<file path="src/rtl/packed_lane_accumulator.sv">
// Beat accumulator behind the packed-lane adder: sums a programmed number of beats
// as one wrapping 32-bit lane, or as two saturating signed 16-bit lanes in mode_3.
//
// state | meaning
// IDLE  | waiting for start_i; len and mode captured here
// ACC   | accepting adder results, counting beats down to zero
// DONE  | holding the final sum on out_data_o until the consumer takes it
module packed_lane_accumulator #(
    parameter  int MAX_LEN = 256,
    localparam int CNT_W   = $clog2(MAX_LEN + 1)
) (
    input  logic             clk_i,
    input  logic             rst_ni,
    input  logic             start_i,
    input  logic [CNT_W-1:0] len_i,
    input  logic             mode_3_i,
    input  logic             abort_i,
    input  logic             in_valid_i,
    output logic             in_ready_o,
    input  logic [31:0]      in_data_i,
    output logic             out_valid_o,
    input  logic             out_ready_i,
    output logic [31:0]      out_data_o,
    output logic             busy_o
);

    typedef enum logic [1:0] {IDLE, ACC, DONE} state_t;

    state_t           state_q, state_d;
    logic [31:0]      acc_q;
    logic [CNT_W-1:0] cnt_q;
    logic             mode_q;

    logic [CNT_W-1:0] len_clamped;
    logic [31:0]      sum_normal;
    logic [16:0]      lane0_sum, lane1_sum;
    logic [15:0]      lane0_sat, lane1_sat;
    logic [31:0]      acc_next;
    logic             beat;
    logic             last_beat;

    // Collapse a 17-bit signed lane sum back into 16 bits, clipping on overflow.
    function automatic logic [15:0] sat16(input logic [16:0] s);
        if (s[16] != s[15]) begin
            sat16 = s[16] ? 16'h8000 : 16'h7FFF;
        end else begin
            sat16 = s[15:0];
        end
    endfunction

    always_comb begin
        len_clamped = (len_i > CNT_W'(MAX_LEN)) ? CNT_W'(MAX_LEN) : len_i;
        sum_normal  = acc_q + in_data_i;
        lane0_sum   = {acc_q[15], acc_q[15:0]}  + {{5{in_data_i[11]}}, in_data_i[11:0]};
        lane1_sum   = {acc_q[31], acc_q[31:16]} + {{5{in_data_i[27]}}, in_data_i[27:16]};
        lane0_sat   = sat16(lane0_sum);
        lane1_sat   = sat16(lane1_sum);
        acc_next    = mode_q ? {lane1_sat, lane0_sat} : sum_normal;
    end

    assign in_ready_o  = (state_q == ACC);
    assign out_valid_o = (state_q == DONE);
    assign busy_o      = (state_q == ACC) || (state_q == DONE);
    assign beat        = in_ready_o && in_valid_i;
    assign last_beat   = beat && (cnt_q == CNT_W'(1));

    always_comb begin
        state_d = state_q;
        if (abort_i) begin
            state_d = IDLE;
        end else begin
            case (state_q)
                IDLE: if (start_i) state_d = (len_clamped == '0) ? DONE : ACC;
                ACC:  if (last_beat) state_d = DONE;
                DONE: if (out_ready_i) state_d = IDLE;
                default: state_d = IDLE;
            endcase
        end
    end

    always_ff @(posedge clk_i or negedge rst_ni) begin
        if (!rst_ni) begin
            state_q <= IDLE;
        end else begin
            state_q <= state_d;
        end
    end

    always_ff @(posedge clk_i or negedge rst_ni) begin
        if (!rst_ni) begin
            acc_q      <= '0;
            cnt_q      <= '0;
            mode_q     <= 1'b0;
            out_data_o <= '0;
        end else if (abort_i) begin
            acc_q <= '0;
            cnt_q <= '0;
        end else begin
            case (state_q)
                IDLE: begin
                    if (start_i) begin
                        acc_q  <= '0;
                        cnt_q  <= len_clamped;
                        mode_q <= mode_3_i;
                        if (len_clamped == '0) out_data_o <= '0;
                    end
                end
                ACC: begin
                    if (beat) begin
                        acc_q <= acc_next;
                        cnt_q <= cnt_q - CNT_W'(1);
                        if (last_beat) out_data_o <= acc_next;
                    end
                end
                default: ;
            endcase
        end
    end

endmodule

</file>
<file path="config.mk">
export PLATFORM = sky130hd
export DESIGN_NAME = packed_lane_accumulator
export DESIGN_NICKNAME = d
export VERILOG_FILES = /design/src/rtl/packed_lane_accumulator.sv
export SDC_FILE = /design/constraint.sdc
export NUM_CORES = 1
export LEC_CHECK = 0
export CORE_UTILIZATION = 40
export CTS_CLUSTER_SIZE = 16
export DETAILED_ROUTE_END_ITERATION = 10
export PLACE_DENSITY = 0.67
export SLEW_MARGIN = 20
export SYNTH_ARGS = -nofsm -noshare
export SYNTH_HDL_FRONTEND = slang
export SYNTH_SLANG_ARGS = --single-unit
</file>
<file path="constraint.sdc">
create_clock -name clk_i -period 4.7 [get_ports clk_i]
set_input_delay 1.41 -clock clk_i [delete_from_list [all_inputs] [get_ports clk_i]]
set_output_delay 1.41 -clock clk_i [all_outputs]
set_load 0.05 [all_outputs]
</file>
==> impl_metrics.tcl <==
set metrics [dict create \
    status "finished, final reports clean" \
    p_leak_nw 3.63 \
    drive_gt1_share_pct 14.2 \
    final-max-slew-violation-count 0 \
    pwr-share-seq_pct 22.3 \
    cap_viol_max_count 0 \
    synth_async_sr_flop_share_pct 100 \
    hp-class "flop to flop" \
    die_h_um 128 \
    crit_fanout 5 \
    wl_um 19900 \
    p_comb_share_pct 61.6 \
    cts_tree "built" \
    swShare_pct 49.0 \
    r2r_start "acc_q[8]" \
    end_kind "flop" \
    coreArea_um2 15400 \
    dpl.cell_count 1103 \
    synth_edf_count 0 \
    setup-tns-final_ns 0 \
    synth_cell_types 87 \
    whs_ns 0.473 \
    clk_latency_ns 0.34 \
    totalPowerFinal_w 0.00461 \
    ant_nets 0 \
    fin_nets 1000 \
    fin_crit_sh_pct 96.2 \
    fin_cells 1120 \
    slew_headroom_pct 34.4 \
    avgSynthCellArea_um2 8.16 \
    start_util_pct 41.6 \
    grt_pass1_wl_um 31700 \
    vdd_drop_max_uv 637 \
    start_kind "input pin" \
    hold_violations 0 \
    critPathRequiredTime_ns 4.97 \
    hpwl_um 15000 \
    synthToLayoutAreaGrowth_pct 27.9 \
    drc 0 \
    yosys_most_used_dff "dfrtp_1" \
    crit_arrival_ns 4.79 \
    syn_nets 879 \
    holdBufCountCts 0 \
    crit_type "input pin to flop" \
    path_clk_slew_ns 0.06 \
    yosysSeqAreaShare_pct 29.8 \
    postCtsSetupRepairBufs 0 \
    numCtsBuffers 9 \
    grt_start_max_net_pins 77 \
    p_int_w 0.00235 \
    n_fill_cell 1447 \
    die_w_um 128 \
    cts_sinks 76 \
    clock_skew_ns 0.00627 \
    antenna_found_initial 0 \
    netlist_instances 783 \
    grt_pass1_vias 6017 \
    fmax_ghz 0.221 \
    worstMarginPinSlew_ns 0.984 \
    firstDrtPassIters 7 \
    ios 83 \
    min_period_ns 4.52 \
    vias_per_cell 5.73 \
    yosys_warnings 0 \
    setup_viol 0 \
    syn-cell-area_um2 6390 \
    die_area_um2 16500 \
    port_buffers 82 \
    min-delay-start "out_data_o[10]" \
    overflow 0 \
    cts_root_buffer "clkbuf_16" \
    wire_per_inst_um 17.8 \
    ys_ff_latch 76 \
    gp_congestion 0.955 \
    rows 45 \
    pwr-share-clk_pct 16.1 \
    switching_power_w 0.00226 \
    crit_path_start "in_data_i[0]" \
    h-tree-depth 3 \
    drt_iter0_drc 585 \
    p_per_area_nw_per_um2 565 \
    vias 6423 \
    clockBufferDepth 2 \
    grt_usage_pct 24.7 \
    antenna_cells 0 \
]
## registers in the layout, indices dropped and copies added (netlist names)
register,count
cnt_q,9
out_data_o,32
mode_q,1
state_q,2
acc_q,32
## layer usage
metal | up-vias | global-route usage (%) | wire length (um)
met5 | - | 0 | 0
met4 | 0 | 5.47 | 194
met1 | 3075 | 37.2 | 9740
met3 | 18 | 3.04 | 1150
met2 | 212 | 37.6 | 8850
li1 | 3118 | - | -
## worst max-delay path, cell delays in order
cell	delay, ns
clkdlybuf4s50_1	0.48
ha_1	0.18
inv_1	0.06
fa_2	0.37
nor2b_4	0.14
o31ai_2	0.09
a211o_2	0.36
a21oi_2	0.17
o21a_1	0.14
o21ai_1	0.09
ha_1	0.34
and2_1	0.19
nand2_2	0.12
o221ai_4	0.17
or3_1	0.38
a21oi_2	0.12
## cells in the mapped netlist (all sizes together) (16+ instances only)
master | count | area (um2)
nor2 | 51 | 191
buf | 23 | 133
nand3 | 28 | 140
inv | 19 | 71.3
nor3 | 21 | 110
xnor2 | 18 | 158
xor2 | 16 | 140
a21oi | 66 | 360
dfrtp | 76 | 1900
nand2 | 110 | 418
ha | 46 | 576
o21ai | 76 | 380
a21o | 16 | 120
clkbuf | 20 | 75.1
## power groups by stage
stage / registers, W / logic [W] / clock network (W)
floorplan: 0.00134 / 0.00155 / 0
global placement: 0.00103 / 0.00274 / 0
detailed placement: 0.00103 / 0.00275 / 0
CTS: 0.00103 / 0.00277 / 0.000751
global route: 0.00105 / 0.00307 / 0.000778
finish: 0.00103 / 0.00284 / 0.000742
## logic make-up (layout without fill, tap and decap cells)
group / count (synthesis) / in the layout / synth area share [%]
DFF: 76 / 76 / 29.8
AOI/OAI and AO/OA: 266 / 267 / 28.2
buffers and inverters: 62 / 187 / 4.37
muxes: 9 / 9 / 1.57
adders and majority gates: 48 / 48 / 9.63
xor gates and xnor gates: 34 / 34 / 4.66
and+or+nand+nor: 288 / 288 / 21.8
## layout by cell type, fill, tap and decap left out, types with 4 or more instances in the layout
cell,count
xnor2_1,18
o21ai_1,35
and2_1,6
and3_1,7
nand3b_1,6
o211ai_1,6
ha_1,46
a21o_1,16
a22o_1,7
a21oi_2,9
o21a_1,11
or3_1,5
o211a_1,6
o22ai_1,5
buf_4,71
o31ai_1,9
nand4_1,8
nor2_1,50
mux2_2,4
nand2b_1,10
clkbuf_16,9
a21oi_1,56
dfrtp_1,76
nand3_1,28
inv_1,19
xor2_1,16
a211oi_1,12
o21ai_0,41
clkdlybuf4s50_1,81
o2111ai_1,5
nor2b_1,13
nor3_1,20
nand2_1,107
nor4_1,5
## through the flow
step | utilization [%] | worst slack [ns] | cell area (um2)
CTS | 52.8 | 0.00734 | 8120
finish | 53.2 | 0.179 | 8170
global route | 53.2 | -0.0115 | 8170
detailed placement | 50.7 | -0.339 | 7790
floorplan | - | 0.300 | 6390
global placement | 50.7 | -0.213 | 7790
## repair_timing
item                                    CTS  global route
endpoints found under the setup margin    3            30
gates cloned                              0             1
pin swaps                                 0             6
gates resized for setup                   1            20
## layout make-up
class,instances,area (um2),share of cell area (%)
Multi-Input combinational cell,646,4270,52.3
Sequential cell,76,1900,23.3
Timing Repair Buffer,152,1340,16.4
Tap cell,211,264,3.23
Clock buffer,10,229,2.80
Clock inverter,6,88.8,1.09
Inverter,19,71.3,0.873
## final timing paths
check / to / slack (ns) / depth (start not counted)
setup / recovery: acc_q[12] / 0.18 / 16
hold / removal: out_data_o[10] / 0.47 / 2
setup reg to reg: acc_q[12] / 1.28 / 16
hold reg to reg: out_data_o[10] / 0.47 / 2
max in group asynchronous: out_data_o[26] / 2.83 / 1
min in group asynchronous: acc_q[2] / 1.23 / 1
Note: power is estimated with default switching activity, not from simulation.
